===== config.mk =====
export PLATFORM = sky130hd
export DESIGN_NAME = cla_addsub_pipe_flat
export DESIGN_NICKNAME = d
export VERILOG_FILES = /design/src/rtl/fpu_arith_pkg.sv /design/src/rtl/cla_addsub_pipe_if.sv /design/src/rtl/cla_addsub_pipe_cla4_group.sv /design/src/rtl/cla_addsub_pipe.sv /design/src/flat_wrapper.sv
export SDC_FILE = /design/constraint.sdc
export NUM_CORES = 1
export LEC_CHECK = 0
export BUFFER_PORTS_ARGS = -buffer_cell sky130_fd_sc_hd__buf_2
export CAP_MARGIN = 20
export CORE_MARGIN = 8
export CORE_UTILIZATION = 56
export DETAILED_ROUTE_END_ITERATION = 7
export PLACE_DENSITY = 0.88
export SYNTH_ARGS = -nofsm -noshare
export SYNTH_HDL_FRONTEND = slang
export SYNTH_HIERARCHICAL = 1
export SYNTH_SLANG_ARGS = --single-unit
export TNS_END_PERCENT = 10

===== constraint.sdc =====
create_clock -name clk -period 4.2 [get_ports clk]
set_input_delay 0.21 -clock clk [delete_from_list [all_inputs] [get_ports clk]]
set_output_delay 0.21 -clock clk [all_outputs]
set_load 0.005 [all_outputs]

===== src/rtl/fpu_arith_pkg.sv =====
// Shared constants and helpers for the floating-point datapath arithmetic blocks.
package fpu_arith_pkg;

  localparam logic OP_ADD = 1'b0;
  localparam logic OP_SUB = 1'b1;

  localparam int CLA_GRP = 4;

  // Bits resolved by each pipeline stage.
  function automatic int stage_bits(input int width, input int stages);
    return width / stages;
  endfunction

endpackage


===== src/rtl/cla_addsub_pipe_if.sv =====
// Operand/result handshake bundle for the pipelined add/sub block.
interface cla_addsub_pipe_if #(parameter int WIDTH = 32);
  import fpu_arith_pkg::*;

  logic             in_valid;
  logic             in_ready;
  logic             op_sub;
  logic [WIDTH-1:0] a;
  logic [WIDTH-1:0] b;
  logic             ci;
  logic             out_valid;
  logic             out_ready;
  logic [WIDTH-1:0] result;
  logic             co;
  logic             ovf;
  logic             zero;

  modport master (
    output in_valid, op_sub, a, b, ci, out_ready,
    input  in_ready, out_valid, result, co, ovf, zero
  );

  modport slave (
    input  in_valid, op_sub, a, b, ci, out_ready,
    output in_ready, out_valid, result, co, ovf, zero
  );

endinterface


===== src/rtl/cla_addsub_pipe_cla4_group.sv =====
// 4-bit carry-look-ahead slice: fully flattened internal carries plus group G/P.
module cla4_group
  import fpu_arith_pkg::*;
(
  input  logic [CLA_GRP-1:0] x,
  input  logic [CLA_GRP-1:0] y,
  input  logic               c_in,
  output logic [CLA_GRP-1:0] sum,
  output logic               G,
  output logic               P
);

  logic [CLA_GRP-1:0] gen;
  logic [CLA_GRP-1:0] prop;
  logic [CLA_GRP-1:0] c;

  assign gen  = x & y;
  assign prop = x ^ y;

  assign c[0] = c_in;
  assign c[1] = gen[0] | (prop[0] & c_in);
  assign c[2] = gen[1] | (prop[1] & gen[0]) | (prop[1] & prop[0] & c_in);
  assign c[3] = gen[2] | (prop[2] & gen[1]) | (prop[2] & prop[1] & gen[0])
              | (prop[2] & prop[1] & prop[0] & c_in);

  assign sum = prop ^ c;

  assign G = gen[3] | (prop[3] & gen[2]) | (prop[3] & prop[2] & gen[1])
           | (prop[3] & prop[2] & prop[1] & gen[0]);
  assign P = &prop;

endmodule


===== src/rtl/cla_addsub_pipe.sv =====
// Pipelined CLA adder/subtractor: one S-bit slice per stage, carry registered between
// stages, operands skewed forward and finished slices carried along so results align.
module cla_addsub_pipe
  import fpu_arith_pkg::*;
#(
  parameter int WIDTH  = 32,
  parameter int STAGES = 2
) (
  input logic              clk,
  input logic              rst_n,
  cla_addsub_pipe_if.slave bus
);

  localparam int S  = stage_bits(WIDTH, STAGES);
  localparam int NG = S / CLA_GRP;

  if (STAGES < 1 || STAGES > WIDTH / CLA_GRP || (WIDTH % (CLA_GRP * STAGES)) != 0) begin : g_bad_cfg
    $error("cla_addsub_pipe: WIDTH must be a multiple of 4*STAGES with 1 <= STAGES <= WIDTH/4");
  end

  logic             adv;
  logic             out_valid_q;
  logic [WIDTH-1:0] result_q;
  logic             co_q;
  logic             ovf_q;
  logic             zero_q;

  // Whole pipeline moves together; it only freezes while a finished beat is refused.
  assign adv           = !(out_valid_q && !bus.out_ready);
  assign bus.in_ready  = adv;
  assign bus.out_valid = out_valid_q;
  assign bus.result    = result_q;
  assign bus.co        = co_q;
  assign bus.ovf       = ovf_q;
  assign bus.zero      = zero_q;

  for (genvar k = 0; k < STAGES; k++) begin : g_stage
    localparam int WA = WIDTH - k * S;

    logic             v_i;
    logic             sub_i;
    logic             c_i;
    logic [WA-1:0]    a_i;
    logic [WA-1:0]    b_i;
    logic [(k+1)*S-1:0] r_n;
    logic [S-1:0]     x;
    logic [S-1:0]     y;
    logic [S-1:0]     sum;
    logic [NG:0]      gc;
    logic [NG-1:0]    gg;
    logic [NG-1:0]    gp;

    if (k == 0) begin : g_head
      assign v_i   = bus.in_valid;
      assign sub_i = bus.op_sub;
      assign c_i   = (bus.op_sub == OP_SUB) ? ~bus.ci : bus.ci;
      assign a_i   = bus.a;
      assign b_i   = bus.b;
      assign r_n   = sum;
    end else begin : g_body
      assign v_i   = g_stage[k-1].g_fwd.v_q;
      assign sub_i = g_stage[k-1].g_fwd.sub_q;
      assign c_i   = g_stage[k-1].g_fwd.c_q;
      assign a_i   = g_stage[k-1].g_fwd.a_q;
      assign b_i   = g_stage[k-1].g_fwd.b_q;
      assign r_n   = {sum, g_stage[k-1].g_fwd.r_q};
    end

    assign x = a_i[S-1:0];
    assign y = (sub_i == OP_SUB) ? ~b_i[S-1:0] : b_i[S-1:0];

    for (genvar j = 0; j < NG; j++) begin : g_grp
      cla4_group u_grp (
        .x    (x[j*CLA_GRP +: CLA_GRP]),
        .y    (y[j*CLA_GRP +: CLA_GRP]),
        .c_in (gc[j]),
        .sum  (sum[j*CLA_GRP +: CLA_GRP]),
        .G    (gg[j]),
        .P    (gp[j])
      );
    end

    // Second-level look-ahead: each group carry as a sum of products of group G/P.
    always_comb begin : p_lookahead
      logic term;
      logic pall;
      term  = 1'b0;
      pall  = 1'b1;
      gc    = '0;
      gc[0] = c_i;
      for (int j = 1; j <= NG; j++) begin
        term = 1'b0;
        pall = 1'b1;
        for (int i = j - 1; i >= 0; i--) begin
          term = term | (pall & gg[i]);
          pall = pall & gp[i];
        end
        gc[j] = term | (pall & c_i);
      end
    end

    if (k < STAGES - 1) begin : g_fwd
      logic                v_q;
      logic                sub_q;
      logic                c_q;
      logic [WA-S-1:0]     a_q;
      logic [WA-S-1:0]     b_q;
      logic [(k+1)*S-1:0]  r_q;

      always_ff @(posedge clk or negedge rst_n) begin
        if (!rst_n) begin
          v_q   <= 1'b0;
          sub_q <= 1'b0;
          c_q   <= 1'b0;
          a_q   <= '0;
          b_q   <= '0;
          r_q   <= '0;
        end else if (adv) begin
          v_q   <= v_i;
          sub_q <= sub_i;
          c_q   <= gc[NG];
          a_q   <= a_i[WA-1:S];
          b_q   <= b_i[WA-1:S];
          r_q   <= r_n;
        end
      end
    end else begin : g_tail
      logic cin_msb;

      // Carry into the MSB recovered from its sum bit and operand bits.
      assign cin_msb = sum[S-1] ^ x[S-1] ^ y[S-1];

      always_ff @(posedge clk or negedge rst_n) begin
        if (!rst_n) begin
          out_valid_q <= 1'b0;
          result_q    <= '0;
          co_q        <= 1'b0;
          ovf_q       <= 1'b0;
          zero_q      <= 1'b0;
        end else if (adv) begin
          out_valid_q <= v_i;
          result_q    <= r_n;
          co_q        <= (sub_i == OP_SUB) ? ~gc[NG] : gc[NG];
          ovf_q       <= cin_msb ^ gc[NG];
          zero_q      <= (r_n == '0);
        end
      end
    end
  end

endmodule


===== src/flat_wrapper.sv =====
// flat-port wrapper written by rule: the top's interface ports become plain ports
module cla_addsub_pipe_flat import fpu_arith_pkg::*;
#(
  parameter int WIDTH  = 32,
  parameter int STAGES = 2
)
  (clk, rst_n, bus_in_valid, bus_op_sub, bus_a, bus_b, bus_ci, bus_out_ready, bus_in_ready, bus_out_valid, bus_result, bus_co, bus_ovf, bus_zero);
  cla_addsub_pipe_if #(.WIDTH(WIDTH)) bus_i ();
  input logic clk;
  input logic rst_n;
  input wire logic [$bits(bus_i.in_valid)-1:0] bus_in_valid;
  input wire logic [$bits(bus_i.op_sub)-1:0] bus_op_sub;
  input wire logic [$bits(bus_i.a)-1:0] bus_a;
  input wire logic [$bits(bus_i.b)-1:0] bus_b;
  input wire logic [$bits(bus_i.ci)-1:0] bus_ci;
  input wire logic [$bits(bus_i.out_ready)-1:0] bus_out_ready;
  output wire logic [$bits(bus_i.in_ready)-1:0] bus_in_ready;
  output wire logic [$bits(bus_i.out_valid)-1:0] bus_out_valid;
  output wire logic [$bits(bus_i.result)-1:0] bus_result;
  output wire logic [$bits(bus_i.co)-1:0] bus_co;
  output wire logic [$bits(bus_i.ovf)-1:0] bus_ovf;
  output wire logic [$bits(bus_i.zero)-1:0] bus_zero;
  assign bus_i.in_valid = bus_in_valid;
  assign bus_i.op_sub = bus_op_sub;
  assign bus_i.a = bus_a;
  assign bus_i.b = bus_b;
  assign bus_i.ci = bus_ci;
  assign bus_i.out_ready = bus_out_ready;
  assign bus_in_ready = bus_i.in_ready;
  assign bus_out_valid = bus_i.out_valid;
  assign bus_result = bus_i.result;
  assign bus_co = bus_i.co;
  assign bus_ovf = bus_i.ovf;
  assign bus_zero = bus_i.zero;
  cla_addsub_pipe #(.WIDTH(WIDTH), .STAGES(STAGES)) u_core (.clk(clk), .rst_n(rst_n), .bus(bus_i));
endmodule

==> results of run 1 <==
## cell usage after synthesis, drive strengths merged
cell type / number
nand2: 258
dfrtp: 87
xor2: 42
ha: 40
inv: 33
a21o: 22
a21oi: 18
nand3: 18
xnor2: 17
clkbuf: 12
buf: 11
nand4: 10
nor4: 9
and4: 8
fa: 8
nor3: 3
nor2: 2
a311oi: 1
and2: 1
nand2b: 1
nor2b: 1
o211a: 1
o211ai: 1
o31ai: 1
or3: 1
or4: 1
## worst paths after layout
check | slack [ps] | startpoint | cells after the start | end
setup / recovery | 710 | u_core/g_stage[0].g_fwd.sub_q | 15 | u_core/bus.ovf
max in group asynchronous | 3270 | rst_n | 3 | u_core/g_stage[0].g_fwd.r_q[4]
setup reg to reg | 710 | u_core/g_stage[0].g_fwd.sub_q | 15 | u_core/bus.ovf
hold reg to reg | 470 | u_core/bus.result[1] | 2 | u_core/bus.result[1]
hold / removal | 50 | bus_a[17] | 3 | u_core/g_stage[0].g_fwd.a_q[1]
min in group asynchronous | 330 | rst_n | 2 | u_core/g_stage[0].g_fwd.b_q[5]
## state kept, by name, indices dropped and copies added (netlist names)
signal / flops
u_core/bus.result: 32
u_core/g_stage.g_fwd.a_q: 16
u_core/g_stage.g_fwd.b_q: 16
u_core/g_stage.g_fwd.r_q: 16
u_core/bus.co: 1
u_core/bus.out_valid: 1
u_core/bus.ovf: 1
u_core/bus.zero: 1
u_core/g_stage.g_fwd.c_q: 1
u_core/g_stage.g_fwd.sub_q: 1
u_core/g_stage.g_fwd.v_q: 1
## cell type report
type / instances / area share, %
tap: 111 / 2.29
inverter: 33 / 2.04
multi-input combinational: 464 / 46.8
clock inverter: 6 / 1.13
sequential: 87 / 35.9
timing repair buffer: 111 / 9.78
clock buffer: 10 / 2.10
## worst max-delay path: cells and delay by family (launching register included)
family          cells  cell delay, ps
fa+ha+maj           1             380
flops               1             510
simple gates        6             920
xor+xnor            4             790
compound gates      4             790
## per-layer routing
layer  up-vias  wire, um  track usage [%]
li1       2135         -                -
met1      1998      5120             23.7
met2       119      5640             32.0
met3        22       738             5.10
met4         0       252             6.21
met5         -         0                0
## through the flow
| stage | power [uW] | util, % | hold WS, ps | worst slack (ps) | instance area, sq um |
|---|---|---|---|---|---|
| 2_1_floorplan | 2090 | - | -85.6 | 911 | 5230 |
| 3_3_place_gp | 2460 | 63.7 | 408 | 869 | 5830 |
| 3_5_place_dp | 2530 | 63.7 | 409 | 761 | 5830 |
| 4_1_cts | 3110 | 65.9 | 32.2 | 702 | 6030 |
| 5_1_grt | 3340 | 66.3 | 37.7 | 427 | 6060 |
| 6_report | 3090 | 66.3 | 51.7 | 711 | 6060 |
## kinds of logic (layout without fill, tap and decap cells)
logic type               Yosys count  count (layout)  synth area share (%)
flip-flops                        87              87                  41.6
adder cells (fa/ha/maj)           48              48                  12.6
AND/OR/NAND/NOR                  313             313                  25.1
XOR/XNOR                          59              59                  10.2
AO/OA/AOI/OAI                     44              44                  6.10
buffers and inverters             56             160                  4.31
## power groups by stage
stage | clock [uW] | sequential (uW) | combinational [uW]
2_1_floorplan | 0 | 1230 | 861
3_3_place_gp | 0 | 1250 | 1210
3_5_place_dp | 0 | 1260 | 1270
4_1_cts | 590 | 1240 | 1270
5_1_grt | 625 | 1270 | 1440
6_report | 576 | 1240 | 1270
==> results.sh, run 1 <==
export IMPL_fin_crit_sh_pct=83.1
export IMPL_max_stage_delay_ps=510
export IMPL_finalHoldViolCount=0
export IMPL_tns_ps=0
export IMPL_power_frac_comb_pct=41.2
export IMPL_fillers=727
export IMPL_cp_end_kind="register"
export IMPL_drt_initial_drc_count=223
export IMPL_grt_max_degree=88
export IMPL_vias=4274
export IMPL_fmax_mhz=287
export IMPL_ant_nets=0
export IMPL_cts_clk_slew_worst_paths_ps=90
export IMPL_rows=35
export IMPL_cts_setup_buffers=0
export IMPL_rsz0062_at_grt="no"
export IMPL_yosys_area_top_type_share_pct=41.6
export IMPL_syn_nets=725
export IMPL_place_detailed_hpwl_um=8980
export IMPL_ys_ff_latch=87
export IMPL_cp_slowest_cell="dfrtp_1"
export IMPL_n_antenna_cell=0
export IMPL_place_congestion=0.914
export IMPL_overflow=0
export IMPL_synth_area_leaders="dfrtp_1, nand2_1, ha_1"
export IMPL_hold_path_class="primary input to register"
export IMPL_grt_pass1_vias=4412
export IMPL_synth_area_sq_um=5230
export IMPL_crit_type="register to register"
export IMPL_max_cap_violations=0
export IMPL_cpMostUsedCell="xor2_1"
export IMPL_cts_max_level=3
export IMPL_clock_path_buffers=2
export IMPL_fin_nets=824
export IMPL_finClkSkew_ps=10.4
export IMPL_seq_area_frac_synth_pct=41.6
export IMPL_p_switching_uw=1190
export IMPL_required_ps=4480
export IMPL_clk_root_buffer_cell="clkbuf_8"
export IMPL_multi_input_area_sq_um=2840
export IMPL_power_frac_seq_pct=40.2
export IMPL_cp_max_fo=8
export IMPL_place_inst=804
export IMPL_p_int_uw=1900
export IMPL_io_buffers=106
export IMPL_yosysWarnings=6
export IMPL_antenna_found_initial=0
export IMPL_setup_violations=0
export IMPL_area_delta_synth_final_pct=16.0
export IMPL_worst_skew_pair_late_latency_ps=350
export IMPL_irDropWorstVdd_v=0.000221
export IMPL_grt_pass1_wl_um=20300
export IMPL_switching_share_pct=38.5
export IMPL_cp_start_kind="register"
export IMPL_final_common_cell="nand2_1"
export IMPL_power_density_nw_per_um2=509
export IMPL_die_h_um=113
export IMPL_postCtsResizedCells=0
export IMPL_period_needed_ps=3490
export IMPL_regArea_sq_um=2180
export IMPL_track_usage_pct=19.2
export IMPL_slew_viol_final=0
export IMPL_viasPerCell=5.20
export IMPL_fp_coreArea_sq_um=9150
export IMPL_tightest_slew_ps=1030
export IMPL_num_io_pins=107
export IMPL_relSlewSlack_pct=31.3
export IMPL_avgRoutedWirePerCell_um=14.3
export IMPL_yosys_area_top_type="dfrtp_1"
export IMPL_layout_common_cells="nand2_1, buf_2, dfrtp_1"
export IMPL_cp_cell_sequence="xor2_1, ha_1, a21oi_1, nand2_1, a21o_1, a21oi_1, nand2_1, a21o_1, nand4_1, nand3_1, xor2_1, xor2_1, xnor2_1, or4_1, nand3_1"
export IMPL_synth_area_per_cell_sq_um=8.62
export IMPL_die_width_um=113
export IMPL_final_layout_size_suffix_gt1_share_pct=20.3
export IMPL_p_clk_share_pct=18.7
export IMPL_status="finished, final reports clean"
export IMPL_leakage_uw=0.00345
export IMPL_drt_wl_total_um=11800
export IMPL_cts_tree="yes"
export IMPL_drc=0
export IMPL_synth_cell_types=31
export IMPL_fin_cells=822
export IMPL_syn_inst=607
export IMPL_cts_hold_buf=0
export IMPL_dr_pass1_iters=5
export IMPL_cts_sinks=87
export IMPL_dieArea_sq_um=12700
export IMPL_cp_data_arrival_time_ps=3770
export IMPL_cts_buffers=9
export IMPL_start_util_pct=57.1
Power figures use the tool's default switching activity.
==> run 2: changes to the inputs <==
--- a/config.mk
+++ b/config.mk
@@ -5,12 +5,13 @@
 export SDC_FILE = /design/constraint.sdc
 export NUM_CORES = 1
 export LEC_CHECK = 0
+export ABC_AREA = 1
 export BUFFER_PORTS_ARGS = -buffer_cell sky130_fd_sc_hd__buf_2
 export CAP_MARGIN = 20
 export CORE_MARGIN = 8
-export CORE_UTILIZATION = 56
+export CORE_UTILIZATION = 51
 export DETAILED_ROUTE_END_ITERATION = 7
-export PLACE_DENSITY = 0.88
+export PLACE_DENSITY = 0.84
 export SYNTH_ARGS = -nofsm -noshare
 export SYNTH_HDL_FRONTEND = slang
 export SYNTH_HIERARCHICAL = 1
==> constraint.sdc (replaced) <==
create_clock -name clk -period 3.17 [get_ports clk]
set_input_delay 0.1585 -clock clk [delete_from_list [all_inputs] [get_ports clk]]
set_output_delay 0.1585 -clock clk [all_outputs]
set_load 0.005 [all_outputs]
==> run 2 against run 1 <==
Net effect:
- non-clock buffer count up 37
- flip-flop and latch count unchanged
- first-iteration DRC count up 73%
- global-route usage down 0.91 points
- design area up 12%
- fmax up 12%
- setup slack worse by 650 ps
- sequential power up 31%
- core utilization down 2.9 points
- area after synthesis up 6.0%
- critical path depth up 2
- via count up 17%
- highest routed layer unchanged
==> results.sh, run 2 <==
export IMPL_seq_area_frac_synth_pct=39.3
export IMPL_worst_skew_pair_late_latency_ps=360
export IMPL_dieArea_sq_um=14500
export IMPL_dr_pass1_iters=4
export IMPL_grt_pass1_vias=4726
export IMPL_synth_compound_area_share_pct=4.85
export IMPL_track_usage_pct=18.3
export IMPL_finalHoldViolCount=0
export IMPL_max_cap_violations=0
export IMPL_synth_simple_area_share_pct=27.5
export IMPL_num_io_pins=107
export IMPL_cts_tree="yes"
export IMPL_period_needed_ps=3110
export IMPL_p_total_uw=4330
export IMPL_cts_buffers=9
export IMPL_overflow=0
export IMPL_relSlewSlack_pct=63.0
export IMPL_switching_share_pct=41.1
export IMPL_drc=0
export IMPL_n_antenna_cell=0
export IMPL_final_layout_size_suffix_gt1_share_pct=20.0
export IMPL_regArea_sq_um=2180
export IMPL_cp_cell_sequence="buf_12, buf_12, xor2_1, ha_1, nand2_2, nor2_2, nor2_2, o21bai_1, a21o_1, inv_2, fa_2, inv_2, nor2_1, nand4_1, nor2_2, nand3_1, nand2_1"
export IMPL_power_density_nw_per_um2=636
export IMPL_synth_area_leaders="dfrtp_1, nand2_1, ha_1"
export IMPL_rsz0062_at_grt="yes"
export IMPL_hold_path_startpoint="bus_a[28]"
export IMPL_final_common_cell="nand2_1"
export IMPL_cp_start_kind="register"
export IMPL_clk_root_buffer_cell="clkbuf_8"
export IMPL_ys_top_cells_by_count="nand2_1, inv_1, dfrtp_1"
export IMPL_r2r_cells=17
export IMPL_die_h_um=120
export IMPL_rr_endpoint="u_core/bus.zero"
export IMPL_irDropWorstVdd_v=0.000350
export IMPL_yosys_mux_area_fraction_pct=0
export IMPL_synth_area_per_cell_sq_um=7.66
export IMPL_drt_wl_total_um=13800
export IMPL_power_frac_seq_pct=37.4
export IMPL_synth_edf_count=0
export IMPL_p_int_uw=2550
export IMPL_cts_sinks=87
export IMPL_cp_slowest_cell="fa_2"
export IMPL_postLayoutCoreUtil_pct=63.3
export IMPL_hold_path_class="primary input to register"
export IMPL_viasPerCell=4.96
export IMPL_synth_top_family_by_area="simple AND/OR/NAND/NOR gates"
export IMPL_antenna_found_initial=0
export IMPL_grt_max_degree=88
export IMPL_multi_input_area_sq_um=2970
export IMPL_min_path_cells=3
export IMPL_largest_reg_flops=32
export IMPL_yosysWarnings=6
export IMPL_area_delta_synth_final_pct=22.8
export IMPL_cts_clk_slew_worst_paths_ps=90
export IMPL_syn_nets=841
export IMPL_p_clk_share_pct=16.4
export IMPL_cp_max_fo=8
export IMPL_start_util_pct=51.6
export IMPL_holdPathEnd="u_core/g_stage[0].g_fwd.a_q[12]"
export IMPL_synth_area_sq_um=5540
export IMPL_synth_most_common_cell="nand2_1"
export IMPL_tns_ps=0
export IMPL_leakage_uw=0.00380
export IMPL_fmax_mhz=321
export IMPL_avgRoutedWirePerCell_um=13.8
export IMPL_p_switching_uw=1780
export IMPL_status="finished, final reports clean"
export IMPL_layout_common_cells="nand2_1, buf_2, inv_1"
export IMPL_grt_pass1_wl_um=21700
export IMPL_cpMostUsedCell="nor2_2"
export IMPL_ff2ff_setup_slack_ps=60
export IMPL_yosys_area_top_type="dfrtp_1"
export IMPL_synth_adder_area_share_pct=11.9
export IMPL_crit_type="register to register"
export IMPL_synth_async_reset_ratio_pct=100
export IMPL_place_congestion=0.828
export IMPL_place_inst=954
export IMPL_yosys_area_top_type_share_pct=39.3
export IMPL_tightest_slew_ps=553
export IMPL_fp_coreArea_sq_um=10700
export IMPL_slew_viol_final=0
export IMPL_vias=4981
export IMPL_clock_path_buffers=2
export IMPL_required_ps=3480
export IMPL_setup_violations=0
export IMPL_syn_inst=723
export IMPL_fin_nets=978
export IMPL_die_width_um=120
export IMPL_synth_xor_xnor_area_share_pct=7.93
export IMPL_rows=38
export IMPL_ys_flop_type="dfrtp_1"
export IMPL_ys_ff_latch=87
export IMPL_worstSetupStartpoint="u_core/g_stage[0].g_fwd.sub_q"
export IMPL_power_frac_comb_pct=46.1
export IMPL_place_detailed_hpwl_um=9510
export IMPL_finClkSkew_ps=8.41
export IMPL_fin_crit_sh_pct=98.2
export IMPL_ant_nets=0
export IMPL_synth_cell_types=25
export IMPL_fin_cells=1005
export IMPL_cp_data_arrival_time_ps=3420
export IMPL_drt_initial_drc_count=386
export IMPL_timing_rr_start="u_core/g_stage[0].g_fwd.sub_q"
export IMPL_cp_end_kind="register"
export IMPL_fillers=887
export IMPL_cts_max_level=3
export IMPL_io_buffers=106
export IMPL_max_stage_delay_ps=550
## run 2: repair_timing
item                                    in CTS  in global routing
gates resized for setup                      0                 22
endpoints found under the setup margin       0                  4
setup buffers                                0                 11
hold buffers                                22                  1
hold endpoints to repair                    22                 36
## run 2: kinds of logic after synthesis
family	count (synthesis)
AO/OA/AOI/OAI	48
AND/OR/NAND/NOR	377
flip-flops	87
buffers and inverters	115
XOR/XNOR	48
adder cells (fa/ha/maj)	48
## run 2: worst max-delay path, delay by kind of cell (launching register included)
kind	cells	cell delay, ps
adders and majority gates	2	910
and+or+nand+nor	8	770
DFF	1	460
buffers and inverters	4	380
AOI/OAI and AO/OA	2	370
xor gates and xnor gates	1	150
## run 2: area by class of cell
type | count | share of cell area (%)
Inverter | 93 | 5.13
Timing Repair Buffer | 148 | 14.0
Clock inverter | 6 | 0.607
Tap cell | 140 | 2.57
Sequential cell | 87 | 32.0
Multi-Input combinational cell | 521 | 43.7
Clock buffer | 10 | 2.02
## run 2: worst max path at each step
stage | to | slack [ps] | cells after the start
final | u_core/bus.zero | 60 | 17
after CTS | u_core/bus.zero | 20 | 16
after global routing | u_core/bus.zero | -150 | 18
after global placement | u_core/bus.zero | 180 | 16
after floorplan | u_core/bus.zero | 200 | 17
after detailed placement | u_core/bus.zero | 20 | 16
## run 2: per-stage QoR
step | hold WS [ps] | setup WS (ps) | instance area (sq um)
finish | 17.3 | 57.2 | 6810
global route | 19.2 | -146 | 6810
CTS | 0.00350 | 16.0 | 6590
detailed placement | 361 | 19.7 | 6190
global placement | 359 | 180 | 6190
floorplan | -137 | 203 | 5540
## run 2: layer usage
layer / GRT usage [%] / wire length (um) / part of all wire [%] / vias up
li1: - / - / - / 2497
met1: 22.6 / 5850 / 42 / 2305
met2: 30.5 / 6670 / 48 / 142
met3: 3.54 / 782 / 5.7 / 37
met4: 8.59 / 533 / 3.9 / 0
met5: 0 / 0 / 0 / -
## run 2: power by group through the flow
| stage | combinational [uW] | clock (uW) | sequential (uW) |
|---|---|---|---|
| 6_report | 2000 | 711 | 1620 |
| 5_1_grt | 2240 | 769 | 1650 |
| 4_1_cts | 1800 | 727 | 1610 |
| 3_5_place_dp | 1770 | 0 | 1630 |
| 3_3_place_gp | 1710 | 0 | 1630 |
| 2_1_floorplan | 1190 | 0 | 1600 |
==> run 3: changes to the inputs <==
--- a/config.mk
+++ b/config.mk
@@ -8,6 +8,7 @@
 export ABC_AREA = 1
 export BUFFER_PORTS_ARGS = -buffer_cell sky130_fd_sc_hd__buf_2
 export CAP_MARGIN = 20
+export CORE_ASPECT_RATIO = 1.4
 export CORE_MARGIN = 8
 export CORE_UTILIZATION = 51
 export DETAILED_ROUTE_END_ITERATION = 7
==> run 3 against run 2 <==
Net effect:
- final cell count shrank 2.6%
- design area shrank 3.1%
- via count shrank 4.4%
- critical path depth grew 1
- fmax grew 5.0%
- register-to-register slack gained 150 ps
- sequential power is essentially flat
==> results.sh, run 3 (synthesis results as in run 2) <==
export IMPL_grt_pass1_wl_um=21000
export IMPL_io_buffers=106
export IMPL_fmax_mhz=337
export IMPL_die_h_um=139
export IMPL_p_total_uw=4540
export IMPL_finClkSkew_ps=6.64
export IMPL_setup_violations=0
export IMPL_relSlewSlack_pct=48.6
export IMPL_dr_pass1_iters=5
export IMPL_cp_end_kind="register"
export IMPL_rsz0062_at_grt="yes"
export IMPL_cp_data_arrival_time_ps=3250
export IMPL_timing_rr_start="u_core/g_stage[0].g_fwd.sub_q"
export IMPL_clock_path_buffers=2
export IMPL_cp_max_fo=7
export IMPL_cp_start_kind="register"
export IMPL_tightest_slew_ps=771
export IMPL_place_inst=956
export IMPL_rows=45
export IMPL_regArea_sq_um=2180
export IMPL_grtUsageMet3_pct=4.62
export IMPL_grt_pass1_vias=4596
export IMPL_drc=0
export IMPL_leakage_uw=0.00372
export IMPL_cts_clk_slew_worst_paths_ps=60
export IMPL_final_common_cell="nand2_1"
export IMPL_slew_viol_final=0
export IMPL_multi_input_area_sq_um=2910
export IMPL_r2r_cells=18
export IMPL_fp_coreArea_sq_um=10700
export IMPL_die_width_um=104
export IMPL_num_io_pins=107
export IMPL_cts_tree="yes"
export IMPL_overflow=0
export IMPL_postLayoutCoreUtil_pct=61.7
export IMPL_holdPathEnd="u_core/g_stage[0].g_fwd.b_q[0]"
export IMPL_max_cap_violations=0
export IMPL_top_usage_layer="met2"
export IMPL_ff2ff_setup_slack_ps=210
export IMPL_cts_sinks=87
export IMPL_grt_max_degree=88
export IMPL_fin_nets=952
export IMPL_pre_cts_slack_ps=-0.597
export IMPL_path_buf_inv=3
export IMPL_avgRoutedWirePerCell_um=12.8
export IMPL_hold_path_class="primary input to register"
export IMPL_irDropWorstVdd_v=0.000323
export IMPL_largest_reg_flops=32
export IMPL_track_usage_pct=17.6
export IMPL_status="finished, final reports clean"
export IMPL_hold_path_startpoint="bus_b[16]"
export IMPL_worst_slack_ps=205
export IMPL_antenna_found_initial=0
export IMPL_min_path_cells=3
export IMPL_clk_root_buffer_cell="clkbuf_16"
export IMPL_drt_initial_drc_count=165
export IMPL_period_needed_ps=2960
export IMPL_grt_met2_usage_pct=31.7
export IMPL_vias=4762
export IMPL_cpMostUsedCell="nor2_1"
export IMPL_area_delta_synth_final_pct=19.0
export IMPL_fin_cells=979
export IMPL_ant_nets=0
export IMPL_tns_ps=0
export IMPL_n_antenna_cell=0
export IMPL_finalHoldViolCount=0
export IMPL_dieArea_sq_um=14500
export IMPL_power_density_nw_per_um2=688
export IMPL_crit_type="register to register"
export IMPL_max_stage_delay_ps=460
export IMPL_place_congestion=0.880
export IMPL_fin_crit_sh_pct=93.5
export IMPL_cts_max_level=3
export IMPL_rr_endpoint="u_core/bus.zero"
export IMPL_cp_cell_sequence="buf_6, xor2_1, ha_2, nand2_1, nor2_1, nor2_1, o21bai_1, inv_1, o21ai_2, a21o_1, inv_1, fa_1, xnor2_1, nor2_1, nand4_1, nor2_1, nand3_1, nand2_1"
export IMPL_drt_wl_total_um=12600
export IMPL_viasPerCell=4.86
export IMPL_cp_slowest_cell="dfrtp_2"
export IMPL_layout_common_cells="nand2_1, buf_2, inv_1"
export IMPL_place_detailed_hpwl_um=9740
export IMPL_worst_skew_pair_late_latency_ps=340
export IMPL_start_util_pct=51.8
export IMPL_cts_buffers=9
export IMPL_critPathTopFamily="adder cells"
export IMPL_final_layout_size_suffix_gt1_share_pct=18.1
export IMPL_required_ps=3450
export IMPL_critical_path_depth=18
export IMPL_fillers=965
export IMPL_use_met1_pct=19.1
-- run 3: how the worst max path moves through the flow --
stage	startpoint	endpoint
3_5_place_dp	u_core/g_stage[0].g_fwd.sub_q	u_core/bus.zero
4_1_cts	u_core/g_stage[0].g_fwd.sub_q	u_core/bus.zero
2_1_floorplan	u_core/g_stage[0].g_fwd.sub_q	u_core/bus.zero
6_report	u_core/g_stage[0].g_fwd.sub_q	u_core/bus.zero
5_1_grt	u_core/g_stage[0].g_fwd.sub_q	u_core/bus.zero
3_3_place_gp	u_core/g_stage[0].g_fwd.sub_q	u_core/bus.zero
-- run 3: stage by stage --
stage	cell area, sq um	hold slack (ps)
after floorplan	5540	-137
after global placement	6200	141
after detailed placement	6200	146
after CTS	6530	2.35
after global routing	6600	20.2
final	6600	16.4
-- run 3: layout make-up --
type	instances	share of cell area, %
flip-flops and latches	87	33.0
inverters	93	5.29
clock inverters	5	1.27
well taps	141	2.67
repair buffers	122	10.2
clock buffers	10	3.47
multi-input cells	521	44.1
-- run 3: worst reg2reg max path, delay by kind of cell (launching register included) --
family | cells | cell delay [ps]
buffers and inverters | 3 | 310
DFF | 1 | 460
AOI/OAI and AO/OA | 3 | 430
adders and majority gates | 2 | 750
xor gates and xnor gates | 2 | 320
and+or+nand+nor | 8 | 640
-- run 3: what timing repair did --
item / 4_1_cts / 5_1_grt
endpoints found under the hold margin: 34 / 0
setup endpoints to repair: 1 / 4
pin swaps: 0 / 4
buffers inserted: 0 / 7
hold buffers: 1 / 0
gates resized for setup: 1 / 6
-- run 3: per-layer routing --
metal	vias up	part of all wire (%)
met2	102	53
met1	2193	40
met5	-	0
met4	0	2.4
met3	19	4.8
li1	2448	-
-- run 3: where the power goes --
group	leakage [uW]	internal (uW)	total [uW]	switching, uW
combinational	0.00253	745	1830	1090
sequential	0.00105	1420	1600	183
clock	0.000145	687	1100	413
total	0.00372	2850	4540	1690
